### src/rtl/sd_card_init.sv
// sd_card_init: power-up initialisation sequencer for an SD card in native 1-bit mode.
// It drives the command controller through CMD0, CMD8, CMD55/ACMD41, CMD2, CMD3 and CMD7.
// It then reports the card type and RCA to the data path.
//
// Ports:
//   clk_i, rst_ni          clock, asynchronous active-low reset
//   init_start_i           start/restart pulse, honoured only when init_busy_o=0
//   cmd_start_o            one-cycle start pulse to the command controller
//   cmd_precycles_o        idle SD clocks before the command (80 for CMD0, else 8)
//   cmd_clkdiv_o           SLOW_CLKDIV during identification, FAST_CLKDIV once done
//   cmd_idx_o, cmd_arg_o   command index and argument
//   cmd_busy_i, cmd_done_i controller status; done is a one-cycle pulse
//   cmd_timeout_i          controller status, qualified by cmd_done_i
//   cmd_syntaxerr_i        controller status, qualified by cmd_done_i
//   cmd_resparg_i          short-response argument, valid with cmd_done_i
//   init_busy_o            sequence in progress
//   init_done_o            card in transfer state
//   init_err_o             sequence aborted
//   err_code_o             abort cause
//   card_v2_o              card answered CMD8
//   card_sdhc_o            CCS bit from the final ACMD41
//   rca_o                  relative card address
module sd_card_init #(
   parameter logic [15:0] SLOW_CLKDIV = 16'd49,
   parameter logic [15:0] FAST_CLKDIV = 16'd1,
   parameter logic [15:0] MAX_RETRY   = 16'd1000
) (
   input  logic        clk_i,
   input  logic        rst_ni,
   input  logic        init_start_i,
   output logic        cmd_start_o,
   output logic [15:0] cmd_precycles_o,
   output logic [15:0] cmd_clkdiv_o,
   output logic [5:0]  cmd_idx_o,
   output logic [31:0] cmd_arg_o,
   input  logic        cmd_busy_i,
   input  logic        cmd_done_i,
   input  logic        cmd_timeout_i,
   input  logic        cmd_syntaxerr_i,
   input  logic [31:0] cmd_resparg_i,
   output logic        init_busy_o,
   output logic        init_done_o,
   output logic        init_err_o,
   output logic [3:0]  err_code_o,
   output logic        card_v2_o,
   output logic        card_sdhc_o,
   output logic [15:0] rca_o
);

   typedef enum logic [3:0] {
      StIdle, StCmd0, StCmd8, StCmd55, StAcmd41, StCmd2, StCmd3, StCmd7, StDone, StErr
   } state_e;

   state_e      state_q, eval_st;
   logic        wait_q;  // 0: ISSUE phase, 1: WAIT phase
   logic        cmd_start_q;
   logic [15:0] cmd_precycles_q, cmd_clkdiv_q;
   logic [5:0]  cmd_idx_q;
   logic [31:0] cmd_arg_q;
   logic        init_busy_q, init_done_q, init_err_q;
   logic [3:0]  err_code_q, eval_code;
   logic        card_v2_q, card_sdhc_q, eval_v2, eval_sdhc;
   logic [15:0] rca_q, eval_rca;
   logic [15:0] retry_q, retry_inc, eval_retry;
   logic        unused_resp;

   assign unused_resp = ^cmd_resparg_i[15:12];

   function automatic logic [5:0] idx_of(input state_e st);
      case (st)
         StCmd8:   return 6'd8;
         StCmd55:  return 6'd55;
         StAcmd41: return 6'd41;
         StCmd2:   return 6'd2;
         StCmd3:   return 6'd3;
         StCmd7:   return 6'd7;
         default:  return 6'd0;
      endcase
   endfunction

   function automatic logic [31:0] arg_of(input state_e st, input logic v2,
                                          input logic [15:0] rca);
      case (st)
         StCmd8:   return 32'h0000_01AA;
         StAcmd41: return v2 ? 32'h40FF_8000 : 32'h00FF_8000;
         StCmd7:   return {rca, 16'h0000};
         default:  return 32'h0000_0000;
      endcase
   endfunction

   // Saturating increment; the MAX_RETRY compare fires before wrap is possible.
   assign retry_inc = (retry_q == 16'hFFFF) ? retry_q : retry_q + 16'd1;

   // Outcome of the command in flight, applied only in the WAIT-phase cmd_done cycle.
   always_comb begin
      eval_st    = state_q;
      eval_code  = err_code_q;
      eval_v2    = card_v2_q;
      eval_sdhc  = card_sdhc_q;
      eval_rca   = rca_q;
      eval_retry = retry_q;
      case (state_q)
         StCmd0: eval_st = StCmd8;
         StCmd8: begin
            if (cmd_timeout_i) begin
               eval_v2 = 1'b0;
               eval_st = StCmd55;
            end else if (cmd_syntaxerr_i) begin
               eval_st   = StErr;
               eval_code = 4'd8;
            end else if (cmd_resparg_i[11:0] == 12'h1AA) begin
               eval_v2 = 1'b1;
               eval_st = StCmd55;
            end else begin
               eval_st   = StErr;
               eval_code = 4'd1;
            end
         end
         StCmd55: begin
            if (cmd_timeout_i || cmd_syntaxerr_i) begin
               eval_st   = StErr;
               eval_code = 4'd2;
            end else begin
               eval_st = StAcmd41;
            end
         end
         StAcmd41: begin
            // R3 carries no CRC, so syntaxerr is meaningless here.
            if (cmd_timeout_i) begin
               eval_st   = StErr;
               eval_code = 4'd3;
            end else if (cmd_resparg_i[31]) begin
               eval_sdhc = cmd_resparg_i[30];
               eval_st   = StCmd2;
            end else begin
               eval_retry = retry_inc;
               if (retry_inc == MAX_RETRY) begin
                  eval_st   = StErr;
                  eval_code = 4'd4;
               end else begin
                  eval_st = StCmd55;
               end
            end
         end
         StCmd2: begin
            if (cmd_timeout_i) begin
               eval_st   = StErr;
               eval_code = 4'd5;
            end else begin
               eval_st = StCmd3;
            end
         end
         StCmd3: begin
            if (cmd_timeout_i || cmd_syntaxerr_i) begin
               eval_st   = StErr;
               eval_code = 4'd6;
            end else begin
               eval_rca = cmd_resparg_i[31:16];
               if (cmd_resparg_i[31:16] == 16'h0000) begin
                  // A zero RCA is unusable; ask again, sharing the ACMD41 retry budget.
                  eval_retry = retry_inc;
                  if (retry_inc == MAX_RETRY) begin
                     eval_st   = StErr;
                     eval_code = 4'd6;
                  end else begin
                     eval_st = StCmd3;
                  end
               end else begin
                  eval_st = StCmd7;
               end
            end
         end
         StCmd7: begin
            if (cmd_timeout_i || cmd_syntaxerr_i) begin
               eval_st   = StErr;
               eval_code = 4'd7;
            end else begin
               eval_st = StDone;
            end
         end
         default: ;
      endcase
   end

   always_ff @(posedge clk_i or negedge rst_ni) begin
      if (!rst_ni) begin
         state_q         <= StIdle;
         wait_q          <= 1'b0;
         cmd_start_q     <= 1'b0;
         cmd_precycles_q <= 16'd80;
         cmd_clkdiv_q    <= SLOW_CLKDIV;
         cmd_idx_q       <= 6'd0;
         cmd_arg_q       <= 32'h0;
         init_busy_q     <= 1'b0;
         init_done_q     <= 1'b0;
         init_err_q      <= 1'b0;
         err_code_q      <= 4'd0;
         card_v2_q       <= 1'b0;
         card_sdhc_q     <= 1'b0;
         rca_q           <= 16'h0;
         retry_q         <= 16'h0;
      end else begin
         cmd_start_q <= 1'b0;
         case (state_q)
            StIdle, StDone, StErr: begin
               if (init_start_i) begin
                  state_q         <= StCmd0;
                  wait_q          <= 1'b0;
                  cmd_idx_q       <= 6'd0;
                  cmd_arg_q       <= 32'h0;
                  cmd_precycles_q <= 16'd80;
                  cmd_clkdiv_q    <= SLOW_CLKDIV;
                  init_busy_q     <= 1'b1;
                  init_done_q     <= 1'b0;
                  init_err_q      <= 1'b0;
                  err_code_q      <= 4'd0;
                  card_v2_q       <= 1'b0;
                  card_sdhc_q     <= 1'b0;
                  rca_q           <= 16'h0;
                  retry_q         <= 16'h0;
               end
            end
            default: begin
               if (!wait_q) begin
                  // Stale done pulses in ISSUE are ignored and also hold off the start.
                  if (!cmd_busy_i && !cmd_done_i) begin
                     cmd_start_q <= 1'b1;
                     wait_q      <= 1'b1;
                  end
               end else if (cmd_done_i) begin
                  state_q     <= eval_st;
                  wait_q      <= 1'b0;
                  err_code_q  <= eval_code;
                  card_v2_q   <= eval_v2;
                  card_sdhc_q <= eval_sdhc;
                  rca_q       <= eval_rca;
                  retry_q     <= eval_retry;
                  if (eval_st == StDone) begin
                     init_busy_q  <= 1'b0;
                     init_done_q  <= 1'b1;
                     cmd_clkdiv_q <= FAST_CLKDIV;
                  end else if (eval_st == StErr) begin
                     init_busy_q <= 1'b0;
                     init_err_q  <= 1'b1;
                  end else begin
                     cmd_idx_q       <= idx_of(eval_st);
                     cmd_arg_q       <= arg_of(eval_st, eval_v2, eval_rca);
                     cmd_precycles_q <= (eval_st == StCmd0) ? 16'd80 : 16'd8;
                  end
               end
            end
         endcase
      end
   end

   assign cmd_start_o     = cmd_start_q;
   assign cmd_precycles_o = cmd_precycles_q;
   assign cmd_clkdiv_o    = cmd_clkdiv_q;
   assign cmd_idx_o       = cmd_idx_q;
   assign cmd_arg_o       = cmd_arg_q;
   assign init_busy_o     = init_busy_q;
   assign init_done_o     = init_done_q;
   assign init_err_o      = init_err_q;
   assign err_code_o      = err_code_q;
   assign card_v2_o       = card_v2_q;
   assign card_sdhc_o     = card_sdhc_q;
   assign rca_o           = rca_q;

endmodule

### config.mk
export PLATFORM = sky130hd
export DESIGN_NAME = sd_card_init
export DESIGN_NICKNAME = d
export VERILOG_FILES = /design/src/rtl/sd_card_init.sv
export SDC_FILE = /design/constraint.sdc
export NUM_CORES = 1
export LEC_CHECK = 0
export CORE_AREA = 5 5 76 148
export CTS_CLUSTER_SIZE = 14
export DETAILED_ROUTE_END_ITERATION = 8
export DIE_AREA = 0 0 81 153
export DONT_BUFFER_PORTS = 1
export GPL_TIMING_DRIVEN = 1
export HOLD_SLACK_MARGIN = 0.15
export SLEW_MARGIN = 10
export SYNTH_ARGS = -nofsm -noshare
export SYNTH_HDL_FRONTEND = slang
export SYNTH_SLANG_ARGS = --single-unit
### constraint.sdc
create_clock -name clk_i -period 3.54 [get_ports clk_i]
set_clock_uncertainty 0.05 [all_clocks]
set_input_delay 0.885 -clock clk_i [delete_from_list [all_inputs] [get_ports clk_i]]
set_output_delay 0.885 -clock clk_i [all_outputs]
set_load 0.005 [all_outputs]
==> results.json, run 1 <==
{
  "clock-sinks": 74,
  "synth_top_area_cell": "dfrtp_1",
  "synth.avg_cell_area_um2": 8.99,
  "grt_antenna_before_repair": 0,
  "slew_violations": 0,
  "period_share_pct": 95.0,
  "routed_via_density": 5.80,
  "synth.distinct_cells": 69,
  "synth-seq-cells": 74,
  "io_buffers": 0,
  "ctsHoldBuffers": 0,
  "max_freq_mhz": 297,
  "io_pins": 135,
  "arrival_ns": 3.53,
  "grt_max_degree": 75,
  "diodes": 0,
  "ant_nets": 0,
  "critPathRequiredTime_ns": 3.71,
  "leakage_nw": 2.14,
  "final_nets": 535,
  "powerDensity_nw_per_um2": 722,
  "track_usage_pct": 22.0,
  "drt-initial-drc-count": 119,
  "dp_hpwl_um": 10100,
  "cts-buffers-inserted": 9,
  "num_vias": 3685,
  "synthMuxAreaShare_pct": 1.67,
  "netlist.area_leader.share_pct": 41.4,
  "met3_usage_pct": 6.36,
  "synth_common_cells": "72 x dfrtp_1, 52 x nand2_1, 44 x buf_4",
  "final_cell_area_um2": 4820,
  "grt_use_met1_pct": 20.8,
  "path_clk_slew_ns": 0.06,
  "setup_viol": 0,
  "yosysWarnings": 0,
  "synth_fa_ha_area_share_pct": 0.288,
  "netlist_area_um2": 4350,
  "synth_edf_count": 0,
  "synth_top_family_by_area": "compound AO/OA/AOI/OAI gates",
  "start_kind": "flip-flop",
  "cts_resized": 0,
  "synth.most_common_cell": "dfrtp_1",
  "post-route-drc-count": 0,
  "clk_latency_ns": 0.33,
  "globalRouteMet2Util_pct": 40.3,
  "place_area_um2": 4490,
  "period_needed_ns": 3.36,
  "yosys_most_used_dff": "dfrtp_1",
  "area_growth_pct": 10.7,
  "hold_violations": 0,
  "dr.pass1.iters": 4,
  "cts-root-buf": "clkbuf_16",
  "wl_per_cell_um": 20.5,
  "netlist_top_cells_area": "dfrtp_1 41%, buf_4 7.6%, a22o_1 5.0%",
  "clockBufferDepth": 2,
  "cts_tree": "done",
  "crit_path_max_fanout": 12,
  "synth-compound-area-share_pct": 23.5,
  "netlist_instances": 484,
  "synth-async-reset-ratio_pct": 100,
  "gp_congestion": 0.912,
  "core_area_um2": 10000,
  "gr-total-overflow": 0,
  "outcome": "finished, final reports clean",
  "utilization_pct": 48.1,
  "cts_setup_buffers": 0,
  "fin_cells": 635,
  "die_area_um2": 12400,
  "die_x_um": 81,
  "path_class": "reg2reg",
  "peakVddDrop_v": 0.000389,
  "worst_pin_slew_ns": 1.08,
  "grt_pass1_wl_um": 20700,
  "setup_tns_ns": 0,
  "cts_max_level": 3,
  "fp-row-count": 52,
  "total_power_mw": 3.48,
  "maxCapViolCount": 0,
  "seq_area_frac_synth_pct": 42.6,
  "drt-total-wl_um": 13000,
  "slew_headroom_pct": 27.4,
  "grt_pass1_vias": 3839,
  "fillCellCount": 1025,
  "cp-end-kind": "flip-flop",
  "layout-drive-gt1-share_pct": 14.6,
  "die_h_um": 153,
  "hp-class": "in2async",
  "dp.cells": 619,
  "grt_busiest_layer": "met2",
  "start_util_pct": 43.4,
  "synthSimpleGateAreaFrac_pct": 20.6,
  "synthXorXnorAreaFrac_pct": 0,
  "rsz0062_at_grt": "no"
}
report_power, final:
group	internal, mW	switching [mW]
Combinational	0.493	0.766
Sequential	1.05	0.231
Clock	0.572	0.371
Total	2.11	1.37
cell families (layout without fill, tap and decap cells):
logic type,count (synthesis),after routing
other,2,37
buffers and inverters,82,63
adder cells (fa/ha/maj),1,1
flip-flops,74,74
AO/OA/AOI/OAI,153,153
AND/OR/NAND/NOR,165,165
multiplexers,7,7
state kept, by name, indices dropped and copies added, names as in the netlist:
register	count
card_sdhc_o	1
rca_o	16
cmd_precycles_o	2
err_code_o	4
state_q	4
cmd_arg_o	18
init_busy_o	1
cmd_clkdiv_o	1
cmd_start_o	1
wait_q	1
cmd_idx_o	6
init_done_o	1
card_v2_o	1
retry_q	16
init_err_o	1
metrics by stage:
stage	worst slack, ns	hold WS (ns)
after global routing	0.0509	0.168
after floorplan	0.343	0.388
after detailed placement	-0.0944	0.460
final	0.178	0.196
after CTS	0.154	0.182
after global placement	-0.111	0.447
per-layer routing:
| metal | vias to the layer above | wire, um |
|---|---|---|
| met5 | - | 0 |
| met4 | 0 | 712 |
| met3 | 45 | 758 |
| met2 | 133 | 7390 |
| met1 | 1794 | 4150 |
| li1 | 1713 | - |
final cells by class:
| cell class | instances | area [um^2] | share of cell area (%) |
|---|---|---|---|
| Clock buffer | 10 | 239 | 4.96 |
| Clock inverter | 6 | 72.6 | 1.51 |
| Inverter | 11 | 41.3 | 0.857 |
| Multi-Input combinational cell | 363 | 2160 | 44.8 |
| Sequential cell | 74 | 1850 | 38.5 |
| Tap cell | 135 | 169 | 3.51 |
| Timing Repair Buffer | 36 | 283 | 5.87 |
cell usage in the layout (no fill, tap or decap), types with 4 or more instances in the layout:
cell type | Yosys | final
a31oi_1 | 4 | 4
nor2_1 | 34 | 34
a211oi_1 | 4 | 4
nand2_1 | 52 | 52
clkbuf_16 | 0 | 9
inv_1 | 11 | 11
a21oi_1 | 43 | 43
conb_1 | 2 | 37
a22o_1 | 25 | 25
dfrtp_1 | 72 | 72
nand3_1 | 13 | 13
mux2i_1 | 5 | 5
nor3_1 | 14 | 14
nand4_1 | 7 | 7
o31ai_1 | 9 | 9
buf_4 | 44 | 35
nor4_1 | 8 | 8
o21ai_0 | 34 | 34
path summary, 6_finish.rpt:
path	start	end	slack [ns]	cells after the start
max	retry_q[2]$_DFFE_PN0P_	err_code_o[0]$_DFFE_PN0P_	0.18	8
min	rst_ni	retry_q[1]$_DFFE_PN0P_	0.20	0
max reg2reg	retry_q[2]$_DFFE_PN0P_	err_code_o[0]$_DFFE_PN0P_	0.18	8
min reg2reg	cmd_arg_o[29]$_DFFE_PN0P_	cmd_arg_o[29]$_DFFE_PN0P_	0.47	2
max in group asynchronous	rst_ni	cmd_clkdiv_o[4]$_DFFE_PN1P_	3.02	0
min in group clk_i	cmd_arg_o[29]$_DFFE_PN0P_	cmd_arg_o[29]$_DFFE_PN0P_	0.47	2
worst max-delay path, stage by stage (launching register included):
cell     delay, ns
dfrtp_1       0.56
nand2_2       0.12
or3_1         0.51
nor4_2        0.32
o22ai_1       0.21
or4b_4        0.61
nor3b_4       0.19
o41ai_4       0.32
mux2_1        0.35
Note: power is estimated with default switching activity, not from simulation.
==> run 2: changes to the inputs <==
--- a/config.mk
+++ b/config.mk
@@ -5,10 +5,10 @@
 export SDC_FILE = /design/constraint.sdc
 export NUM_CORES = 1
 export LEC_CHECK = 0
-export CORE_AREA = 5 5 76 148
+export CORE_AREA = 10 10 81 153
 export CTS_CLUSTER_SIZE = 14
 export DETAILED_ROUTE_END_ITERATION = 8
-export DIE_AREA = 0 0 81 153
+export DIE_AREA = 0 0 91 163
 export DONT_BUFFER_PORTS = 1
 export GPL_TIMING_DRIVEN = 1
 export HOLD_SLACK_MARGIN = 0.15
==> constraint.sdc (replaced) <==
create_clock -name clk_i -period 3.55 [get_ports clk_i]
set_clock_uncertainty 0.05 [all_clocks]
set_input_delay 0.8875 -clock clk_i [delete_from_list [all_inputs] [get_ports clk_i]]
set_output_delay 0.8875 -clock clk_i [all_outputs]
set_load 0.005 [all_outputs]
==> run 2 against run 1 <==
Against the previous run:
- sequential power hardly changed
- largest cell class unchanged
- fmax grew 0.41%
- total power up 0.79%
- critical endpoint unchanged
- first-iteration DRC count increased by 72%
- design area fell by 0.88%
- die area up 20%
==> results.json, run 2 (same netlist as run 1, synthesis figures left out) <==
{
  "outcome": "finished, final reports clean",
  "dp_hpwl_um": 10700,
  "peakVddDrop_v": 0.000502,
  "worst_pin_slew_ns": 0.764,
  "layout-drive-gt1-share_pct": 13.6,
  "setup_viol": 0,
  "drt-total-wl_um": 13700,
  "clock-sinks": 74,
  "path_clk_slew_ns": 0.06,
  "rsz0062_at_grt": "no",
  "fillCellCount": 993,
  "gr-total-overflow": 0,
  "cts_setup_buffers": 0,
  "grt_max_degree": 75,
  "die_x_um": 91,
  "clockBufferDepth": 2,
  "hold_violations": 0,
  "final_common_cell": "dfrtp_1",
  "cts_max_level": 3,
  "area_growth_pct": 9.75,
  "wl_met2_um": 7920,
  "utilization_pct": 47.7,
  "post-route-drc-count": 0,
  "maxCapViolCount": 0,
  "wl_per_cell_um": 21.8,
  "fp-row-count": 52,
  "die_h_um": 163,
  "hold_ws_ns": 0.190,
  "start_kind": "flip-flop",
  "drt-initial-drc-count": 205,
  "cts_tree": "done",
  "grt_pass1_vias": 3844,
  "cts-buffers-inserted": 9,
  "wl_met1_um": 4320,
  "slew_violations": 0,
  "path_class": "reg2reg",
  "arrival_ns": 3.52,
  "ctsHoldBuffers": 0,
  "io_pins": 135,
  "top_layer": "met4",
  "clk_latency_ns": 0.35,
  "crit_path_max_fanout": 6,
  "io_buffers": 0,
  "powerDensity_nw_per_um2": 734,
  "cts-root-buf": "clkbuf_16",
  "period_share_pct": 94.3,
  "largest_reg_flops": 18,
  "leakage_nw": 2.10,
  "routed_via_density": 5.85,
  "hp-class": "in2async",
  "wl_met3_um": 855,
  "grt_antenna_before_repair": 0,
  "cp_slowest_cell": "or4b_4",
  "diodes": 0,
  "num_vias": 3678,
  "core_area_um2": 10000,
  "max_freq_mhz": 299,
  "cts_resized": 0,
  "layout_common_cells": "71 x dfrtp_1, 52 x nand2_1, 43 x a21oi_1",
  "start_util_pct": 43.4,
  "track_usage_pct": 18.4,
  "period_needed_ns": 3.35,
  "cpLargestDelayFamily": "simple AND/OR/NAND/NOR gates",
  "die_area_um2": 14800,
  "cp-end-kind": "flip-flop",
  "final_nets": 529,
  "critPathRequiredTime_ns": 3.72,
  "gp_congestion": 0.917,
  "grt_pass1_wl_um": 21500,
  "cp.buffers_inverters": 1,
  "ant_nets": 0,
  "slew_headroom_pct": 48.7,
  "cp_slowest_stage_delay_ns": 0.58,
  "dr.pass1.iters": 4,
  "worstPathCellList": "ha_1 > nand4_2 > nor4_4 > buf_4 > nor4b_1 > o2111ai_1 > or4b_4 > nor3b_4 > o41ai_4 > mux2_1"
}
## run 2: changes by cell type in the layout (fill, tap and decap cells not counted), sizes merged
cell | before | now
buf | 36 | 30
bufinv | 1 | 2
inv | 13 | 12
## run 2: worst paths after layout
| kind | start | cells after the start | endpoint | slack [ns] |
|---|---|---|---|---|
| max | retry_q[0]$_DFFE_PN0P_ | 10 | err_code_o[0]$_DFFE_PN0P_ | 0.20 |
| max in group asynchronous | rst_ni | 0 | cmd_precycles_o[4]$_DFFE_PN1P_ | 3.04 |
| min | rst_ni | 0 | retry_q[3]$_DFFE_PN0P_ | 0.19 |
| min in group clk_i | cmd_precycles_o[4]$_DFFE_PN1P_ | 2 | cmd_precycles_o[4]$_DFFE_PN1P_ | 0.45 |
| max reg2reg | retry_q[0]$_DFFE_PN0P_ | 10 | err_code_o[0]$_DFFE_PN0P_ | 0.20 |
| min reg2reg | cmd_precycles_o[4]$_DFFE_PN1P_ | 2 | cmd_precycles_o[4]$_DFFE_PN1P_ | 0.45 |
## run 2: final cells by class
cell class                 count  area [um^2]  share of cell area, %
multi-input combinational    363         2150                   45.1
tap                          135          169                   3.54
sequential                    74         1860                   38.9
clock inverter                 6         90.1                   1.89
clock buffer                  10          229                   4.79
inverter                      11         41.3                  0.865
timing repair buffer          30          238                   4.98
## run 2: metal layers
layer,vias to the layer above,track usage (%)
li1,1705,-
met1,1815,16.2
met2,120,35.6
met3,38,5.49
met4,0,10.2
met5,-,0
## run 2: where the power goes
group          total (mW)  switching (mW)  leakage, nW  internal [mW]
clock               0.989           0.371        0.153          0.618
combinational        1.23           0.749        0.952          0.484
sequential           1.28           0.242        0.990           1.04
total                3.51            1.36         2.10           2.14
## run 2: per-stage QoR
step / area, um^2 / power [mW] / std cells / setup slack (ns) / setup TNS (ns)
after floorplan: 4480 / 2.12 / 519 / 0.351 / 0
after global placement: 4450 / 2.50 / 613 / -0.0320 / -0.0320
after detailed placement: 4450 / 2.53 / 613 / -0.0790 / -0.0790
after CTS: 4770 / 3.53 / 629 / 0.149 / 0
after global routing: 4780 / 3.71 / 629 / 0.00853 / 0
final: 4780 / 3.51 / 629 / 0.201 / 0
